===== config.mk =====
export PLATFORM = sky130hd
export DESIGN_NAME = input_collector
export DESIGN_NICKNAME = d
export VERILOG_FILES = /design/src/rtl/mac_pkg.sv /design/src/rtl/tile_buffer.sv /design/src/rtl/input_collector.sv
export SDC_FILE = /design/constraint.sdc
export NUM_CORES = 2
export LEC_CHECK = 0
export BUFFER_PORTS_ARGS = -buffer_cell sky130_fd_sc_hd__buf_4
export CAP_MARGIN = 20
export CORE_ASPECT_RATIO = 0.9
export CORE_UTILIZATION = 30
export DETAILED_ROUTE_END_ITERATION = 6
export GPL_TIMING_DRIVEN = 1
export PLACE_DENSITY = 0.45
export SLEW_MARGIN = 20
export SYNTH_ARGS = -nofsm -noshare
export SYNTH_HDL_FRONTEND = slang
export SYNTH_HIERARCHICAL = 1
export SYNTH_SLANG_ARGS = --single-unit

===== constraint.sdc =====
create_clock -name clk -period 2.3 [get_ports clk]
set_input_delay 0.23 -clock clk [delete_from_list [all_inputs] [get_ports clk]]
set_output_delay 0.23 -clock clk [all_outputs]
set_load 0.02 [all_outputs]

===== src/rtl/mac_pkg.sv =====
// Shared datapath sizes for the systolic input path: beat and tile widths.
package mac_pkg;

   localparam int unsigned BEAT_WIDTH     = 64;
   localparam int unsigned TILE_WIDTH     = 512;
   localparam int unsigned BEATS_PER_TILE = 8;
   localparam int unsigned BEAT_IDX_W     = $clog2(BEATS_PER_TILE);

   typedef logic [TILE_WIDTH-1:0] tile_t;

endpackage


===== src/rtl/tile_buffer.sv =====
// One 512-bit tile register; each 64-bit beat lane has its own write enable.
module tile_buffer
   import mac_pkg::*;
(
   input  logic                      clk,
   input  logic                      clear,
   input  logic [BEATS_PER_TILE-1:0] wr_en,
   input  logic [BEAT_WIDTH-1:0]     wr_data,
   output tile_t                     data
);

   tile_t data_q;
   tile_t data_d;

   always_comb begin
      data_d = data_q;
      if (clear) begin
         data_d = '0;
      end else begin
         for (int unsigned b = 0; b < BEATS_PER_TILE; b++) begin
            if (wr_en[b]) data_d[b*BEAT_WIDTH +: BEAT_WIDTH] = wr_data;
         end
      end
   end

   always_ff @(posedge clk) begin
      data_q <= data_d;
   end

   assign data = data_q;

endmodule


===== src/rtl/input_collector.sv =====
// Packs 64-bit beats into 512-bit tiles through a ping-pong buffer pair.
// Optional tile handshake counter: define INPUT_COLLECTOR_TILE_CNT_EN.
module input_collector
   import mac_pkg::*;
(
   input  logic                  clk,
   input  logic                  reset,
   input  logic                  src_valid,
   input  logic [BEAT_WIDTH-1:0] src_data,
   output logic                  src_ready,
   input  logic                  abort,
   output logic                  tile_valid,
   output tile_t                 tile_data,
   input  logic                  tile_ready,
   output logic [1:0]            full_count
`ifdef INPUT_COLLECTOR_TILE_CNT_EN
   ,
   output logic [15:0]           tile_cnt
`endif
);

   logic [1:0]            full_q, full_d;
   logic                  wr_ptr_q, wr_ptr_d;
   logic                  rd_ptr_q, rd_ptr_d;
   logic [BEAT_IDX_W-1:0] beat_cnt_q, beat_cnt_d;
   logic                  src_ready_q, src_ready_d;
   logic                  tile_valid_q, tile_valid_d;
   logic [1:0]            full_count_q, full_count_d;

   logic                      accept_c;
   logic                      last_beat_c;
   logic                      take_c;
   logic [BEATS_PER_TILE-1:0] lane_en_c;
   tile_t                     buf0_data, buf1_data;

   // Abort wins over a same-cycle beat; ready is a registered function of buffer state only.
   assign accept_c    = src_valid & src_ready_q & ~abort;
   assign last_beat_c = accept_c & (beat_cnt_q == BEAT_IDX_W'(BEATS_PER_TILE - 1));
   assign take_c      = tile_valid_q & tile_ready;
   assign lane_en_c   = accept_c ? (BEATS_PER_TILE'(1) << beat_cnt_q) : '0;

   always_comb begin
      full_d     = full_q;
      wr_ptr_d   = wr_ptr_q;
      rd_ptr_d   = rd_ptr_q;
      beat_cnt_d = beat_cnt_q;

      if (abort) begin
         beat_cnt_d = '0;
      end else if (accept_c) begin
         beat_cnt_d = last_beat_c ? '0 : beat_cnt_q + BEAT_IDX_W'(1);
      end

      if (last_beat_c) begin
         full_d[wr_ptr_q] = 1'b1;
         wr_ptr_d         = ~wr_ptr_q;
      end

      if (take_c) begin
         full_d[rd_ptr_q] = 1'b0;
         rd_ptr_d         = ~rd_ptr_q;
      end

      src_ready_d  = ~full_d[wr_ptr_d];
      tile_valid_d = full_d[rd_ptr_d];
      full_count_d = 2'(full_d[0]) + 2'(full_d[1]);
   end

   always_ff @(posedge clk) begin
      if (reset) begin
         full_q       <= '0;
         wr_ptr_q     <= 1'b0;
         rd_ptr_q     <= 1'b0;
         beat_cnt_q   <= '0;
         src_ready_q  <= 1'b1;
         tile_valid_q <= 1'b0;
         full_count_q <= '0;
      end else begin
         full_q       <= full_d;
         wr_ptr_q     <= wr_ptr_d;
         rd_ptr_q     <= rd_ptr_d;
         beat_cnt_q   <= beat_cnt_d;
         src_ready_q  <= src_ready_d;
         tile_valid_q <= tile_valid_d;
         full_count_q <= full_count_d;
      end
   end

   tile_buffer u_buf0 (
      .clk     (clk),
      .clear   (reset),
      .wr_en   (wr_ptr_q ? '0 : lane_en_c),
      .wr_data (src_data),
      .data    (buf0_data)
   );

   tile_buffer u_buf1 (
      .clk     (clk),
      .clear   (reset),
      .wr_en   (wr_ptr_q ? lane_en_c : '0),
      .wr_data (src_data),
      .data    (buf1_data)
   );

   assign src_ready  = src_ready_q;
   assign tile_valid = tile_valid_q;
   assign full_count = full_count_q;
   assign tile_data  = rd_ptr_q ? buf1_data : buf0_data;

`ifdef INPUT_COLLECTOR_TILE_CNT_EN
   logic [15:0] tile_cnt_q, tile_cnt_d;

   always_comb begin
      tile_cnt_d = tile_cnt_q;
      if (take_c) tile_cnt_d = tile_cnt_q + 16'd1;
   end

   always_ff @(posedge clk) begin
      if (reset) tile_cnt_q <= '0;
      else       tile_cnt_q <= tile_cnt_d;
   end

   assign tile_cnt = tile_cnt_q;
`endif

endmodule


Word-level counts from Yosys, hierarchy flattened
Index checks and enable logic that the tools add are counted.
Widths: inputs -> output; s select.
{"block": "totals", "regBits": 1035, "latch_bits": 0, "ramBits": 0, "rom_bits": 0, "output_inout_bits": 516, "memories": 0}
{"block": "op_classes", "add_sub_neg": 2, "n_mul": 0, "n_div": 0, "n_lt_le_gt_ge": 6, "eq_ne": 1, "shifts": 1, "muxes": 17, "n_bitwise": 11, "reduce_logical": 3}
{"op": "$mux 512", "count": 1}
{"op": "$mux 8", "count": 3}
{"op": "$lt 1x2->1 const B", "count": 4}
{"op": "$mux 1", "count": 8}
{"op": "$shl 1x3->8 const A", "count": 1}
{"op": "$and 1x1->1", "count": 4}
{"op": "$mux 2", "count": 2}
{"op": "$not 1->1", "count": 4}
{"op": "$add 3x1->3 const B", "count": 1}
{"op": "$eq 3x3->1 const B", "count": 1}
{"op": "$mux 3", "count": 1}
{"op": "$add 1x1->2", "count": 1}
{"op": "$and 2x2->2", "count": 1}
{"op": "$demux 1 s1", "count": 2}
{"op": "$ge 1x1->1 const B", "count": 2}
{"op": "$logic_and 1x1->1", "count": 2}
{"op": "$not 2->2", "count": 1}
{"op": "$or 2x2->2", "count": 1}
{"op": "$reduce_or 2->1", "count": 1}

Logic depth before layout (Yosys ltp)
{"block": "depth", "word_depth": 11, "ltp_mapped": 9, "depth_no_buf": 6}

By module
The synthesis kept the hierarchy.
{"module": "tile_buffer", "instances": 2, "cells_each": 1713, "area_per_inst_um2": 19329.8, "seq_area_each_um2": 10249.8}
{"module": "input_collector", "instances": 1, "cells_each": 644, "area_per_inst_um2": 6814.0, "seq_area_each_um2": 220.2}

Worst setup path after synthesis
Ideal clock, no wire load.
{"block": "synth_timing", "path_kind": "register -> register", "from": "register beat_cnt_q[0]", "to": "register u_buf1.data_q[451], in the netlist u_buf1/data[451]", "arrival_ns": 1.771, "required_ns": 2.172, "path_slack_ns": 0.402, "stages_incl_launch_ff": 10, "path_buffers": 3, "cell_sequence": "dfxtp_1 ha_1 ha_1 and4b_1 buf_6 ha_1 buf_6 buf_12 mux2i_1 nor2_1"}
{"block": "synth_between", "elab_chain_cells": 3}
{"item": "from (decl)", "line_no": "input_collector.sv:25", "source": "logic [BEAT_IDX_W-1:0] beat_cnt_q, beat_cnt_d;"}
{"item": "from (signal assigned)", "line_no": "input_collector.sv:82", "source": "beat_cnt_q <= beat_cnt_d;"}
{"item": "$shl 1x3->8", "line_no": "input_collector.sv:40", "source": "assign lane_en_c = accept_c ? (BEATS_PER_TILE'(1) << beat_cnt_q) : '0;"}
{"item": "$mux 8", "line_no": "input_collector.sv:40"}
{"item": "$mux 8", "line_no": "input_collector.sv:100", "source": ".wr_en (wr_ptr_q ? lane_en_c : '0),"}
{"item": "to (signal assigned)", "line_no": "tile_buffer.sv:27", "source": "data_q <= data_d;"}
{"item": "to (decl)", "line_no": "tile_buffer.sv:12", "source": "tile_t data_q;"}
Every way passes these cells.
A chain may end at the register's enable or synchronous reset.

Final worst setup path
{"block": "layout_timing", "from": "register rd_ptr_q", "to": "output port tile_data[316]"}
{"block": "layout_between", "elab_chain_cells": 1}
{"item": "from (decl)", "line_no": "input_collector.sv:24", "source": "logic rd_ptr_q, rd_ptr_d;"}
{"item": "from (signal assigned)", "line_no": "input_collector.sv:81", "source": "rd_ptr_q <= rd_ptr_d;"}
{"item": "$mux 512", "line_no": "input_collector.sv:108", "source": "assign tile_data = rd_ptr_q ? buf1_data : buf0_data;"}
{"item": "to (decl)", "line_no": "input_collector.sv:13", "source": "output tile_t tile_data,"}
Every way passes these cells.

==> summary.txt <==
Timing
  • RSZ-0062 raised after global routing: true
  • Final worst setup slack: -143.2 ps
  • Setup tns final: -35350 ps
  • Layout Skew: 35.47 ps
  • Slew margin rel.: between 60% and 70%
  • Final setup fails: 480
  • Slew Viols, Final: 0
  • Fin crit share: 106.2%
  • Tmin final: between 2000 and 2500 ps
  • Slew @ Worst Pin: approximately 540 ps
  • F_max: 409.3 MHz
  • Final hold vios: 0

Yosys
  • Largest family of logic cells by synthesized area: multiplexers
  • Synth Cell Area: 45470 um^2
  • Post-synth top area share: 45.56%
  • Yosys cell types: 29
  • Synth area leader: dfxtp_1
  • Largest cells by area after synthesis: dfxtp_1 (46%), mux2i_1 (23%), mux2_2 (12%)
  • Adder-Cell Fraction of Synth Area: less than 1%
  • Post-Synthesis Cells: roughly 4100
  • Post-synthesis sequential area ratio: 45.56%
  • Post-synthesis compound-gate area fraction: 0.2146%
  • Count leader, synth: dfxtp_1
  • Ys Warns: 6
  • Syn avg cell area: about 11 um^2
  • Syn_nets: 4147
  • Number of synthesized flops with an enable pin: 0
  • Top cell types by occurrence after synthesis: dfxtp_1 (1035), nor2_1 (1030), mux2i_1 (1026)
  • Mux contribution to synthesized area: 35.26%
  • Main synth FF type: dfxtp_1
  • Post-synth ARST share: 0%
  • Synth Area in Simple Gates: approximately 8.9%
  • Register bit total from synthesis: between 1000 and 1500
  • XOR/XNOR Fraction of Synth Area: 0.01926%

CTS
  • Clock latency on the worst-skew pair: 740 ps
  • H-tree Lvls: 3
  • # clock sinks: 1035
  • Clk slew on worst S/H paths: 60 ps
  • Num CTS Buffers: 116
  • Root buffer cell: clkbuf_16
  • Clock Tree Buf Depth: 3
  • CTS tree: built

Global route
  • GR Util met3: 5.128%
  • GR Util met1: 24.45%
  • Antenna violations before repair: 5
  • Largest net degree at the start of global routing: 113
  • Vias in the first global route: 29450
  • All-Layer GR Usage: 18.03%
  • Most used routing layer: met2
  • Met2 Usage GRT: 27.88%
  • Grt ovf: 0
  • First-pass GRT wire length: 206800 um

Layout
  • Fillers: 14930
  • Layout cells sized above 1: 31.04%
  • Area of the multi-input gates: 20880 um^2
  • Finished Core Util: 37.54%
  • Register Area: 20720 um^2
  • Synthesis-to-layout area growth: 24.25%
  • ANT cells: 0
  • Nets@finish: roughly 4700

Worst setup path
  • Worst Setup End Kind: output pin
  • Required @ worst endpoint: 2070 ps
  • Max Fanout on Critical Path: 7
  • Critical Path Source Type: flop
  • Capture point of the worst reg-to-reg path: u_buf1/data[461]
  • R2R Path Start: beat_cnt_q[0]
  • Crit path kind: flop to output pin
  • R2r setup slk: 130 ps
  • Worst Reg-to-Reg Cells: 7
  • Arrival @ worst endpoint: between 2000 and 2500 ps

Route
  • Post-route DRC: 0
  • Routed vias/inst: around 4.5
  • First-pass detailed-route iteration total: 5
  • Antenna viol nets, final: 0
  • Drt wl/cell: roughly 22 um
  • Via count: 30050
  • Final WL: 145600 um
  • 1st-iter DRT viols: 1553

Run
  • Maxcap violations: 0

Run status
  • Status: finished, violations left
  • Failing checks: negative setup slack

Placement
  • Gpl congestion: 0.7240
  • Post-detail-place hpwl: 88310 um
  • PortBufs: between 500 and 600

Die
  • DIE AREA: 153100 um^2
  • Die Ht: 371.4 um
  • Rows: 135
  • Core area: approximately 150000 um^2
  • Starting Density: between 30% and 40%
  • Die Wd: approximately 410 um
  • # IOs: 585

Hold path
  • Hold path start: src_valid
  • Worst Hold Class: input port to flop
  • Hold depth: 5
  • Hold worst-path end: beat_cnt_q[1]

Power
  • P_leak: roughly 21 nW
  • Maximum VDD drop: between 0.5 and 0.6 mV
  • Cell Pwr Density: slightly below 700 nW/um^2
==> layout make-up <==
class / instances / share of cell area [%]
Clock buffer: 170 / 6.101
Clock inverter: 44 / 1.032
Inverter: 4 / 0.02657
Multi-Input combinational cell: 2617 / 36.96
Sequential cell: 1035 / 36.68
Tap cell: 1986 / 4.398
Timing Repair Buffer: 801 / 14.81
==> stage by stage <==
| stage | total power, mW | hold WS, ps | setup WS (ps) | area, um^2 | cells |
|---|---|---|---|---|---|
| final | 39.05 | 195.4 | -143.2 | 56500 | 6657 |
| after global routing | 40.55 | 197.2 | -251.4 | 56500 | 6657 |
| after CTS | 39.74 | 114.4 | -269.3 | 55340 | 6630 |
| after detailed placement | 19.81 | 455.3 | 135.8 | 49520 | 6321 |
| after global placement | 19.81 | 445.1 | 222.3 | 49520 | 6321 |
| after floorplan | 19.43 | 309.3 | 401.8 | 45470 | 4070 |
==> per-layer routing <==
layer  vias to the layer above  share of wire [%]  routed length, um
met4                         4                2.5               3571
li1                      14650                  -                  -
met1                     14650                 48              69230
met2                       562                 44              64290
met5                         -              0.018                 26
met3                       184                5.8               8504
==> worst max-delay path: stages (launching register included) <==
cell and delay, ps:
dfxtp_4 420, buf_4 140, buf_12 130, buf_6 120, buf_16 150, mux2_2 340, buf_4 160
==> worst max path at each step <==
stage	depth (start not counted)	endpoint	start	slack (ps)
after global routing	5	tile_data[422]	rd_ptr_q	-250
after detailed placement	7	u_buf0/data[450]	beat_cnt_q[0]	140
after CTS	4	tile_data[21]	rd_ptr_q	-270
after global placement	7	u_buf0/data[450]	beat_cnt_q[0]	220
after floorplan	9	u_buf1/data[451]	beat_cnt_q[0]	400
final	6	tile_data[316]	rd_ptr_q	-140
==> where the power goes <==
group          switching (mW)  internal (mW)  total (mW)
sequential             0.0318           18.0        18.0
combinational           0.973          0.504        1.48
clock                    8.03           11.5        19.5
total                    9.04           30.0        39.1
==> cells by family (layout without fill, tap and decap cells) <==
| logic type | Yosys count | after routing |
|---|---|---|
| AO/OA/AOI/OAI | 10 | 10 |
| XOR/XNOR | 1 | 1 |
| adder cells (fa/ha/maj) | 8 | 8 |
| buffers and inverters | 418 | 1019 |
| flip-flops | 1035 | 1035 |
| multiplexers | 1538 | 1538 |
| AND/OR/NAND/NOR | 1060 | 1060 |
==> registers in the layout (all words and copies together), names as in the netlist, 2 cells and up <==
signal,flops
u_buf0/data,512
full_q,2
u_buf1/data,512
full_count,2
beat_cnt_q,3
==> layout by cell type, fill, tap and decap left out, drive strengths merged <==
| cell type | count |
|---|---|
| o2bb2ai | 1 |
| dlygate4sd3 | 67 |
| and3 | 6 |
| nor3 | 8 |
| a311oi | 1 |
| xor2 | 1 |
| nand3 | 1 |
| o311ai | 1 |
| bufbuf | 1 |
| a21oi | 6 |
| buf | 719 |
| dfxtp | 1035 |
| inv | 9 |
| mux2 | 512 |
| bufinv | 10 |
| nor2b | 2 |
| mux2i | 1026 |
| and2 | 8 |
| clkinv | 25 |
| clkinvlp | 4 |
| nand2 | 1 |
| nand3b | 1 |
| clkbuf | 184 |
| nor3b | 2 |
| and4b | 1 |
| ha | 8 |
| nor2 | 1030 |
| a211oi | 1 |
==> repair_timing <==
item                       in CTS  in global routing
cloned                         14                 17
setup endpoints to repair     487                523
hold buffers                   67                  0
hold endpoints to repair     1035                  0
gates resized for setup       154                185
buffers inserted               14                 13
No activity file was read; power rests on OpenSTA's default activity.
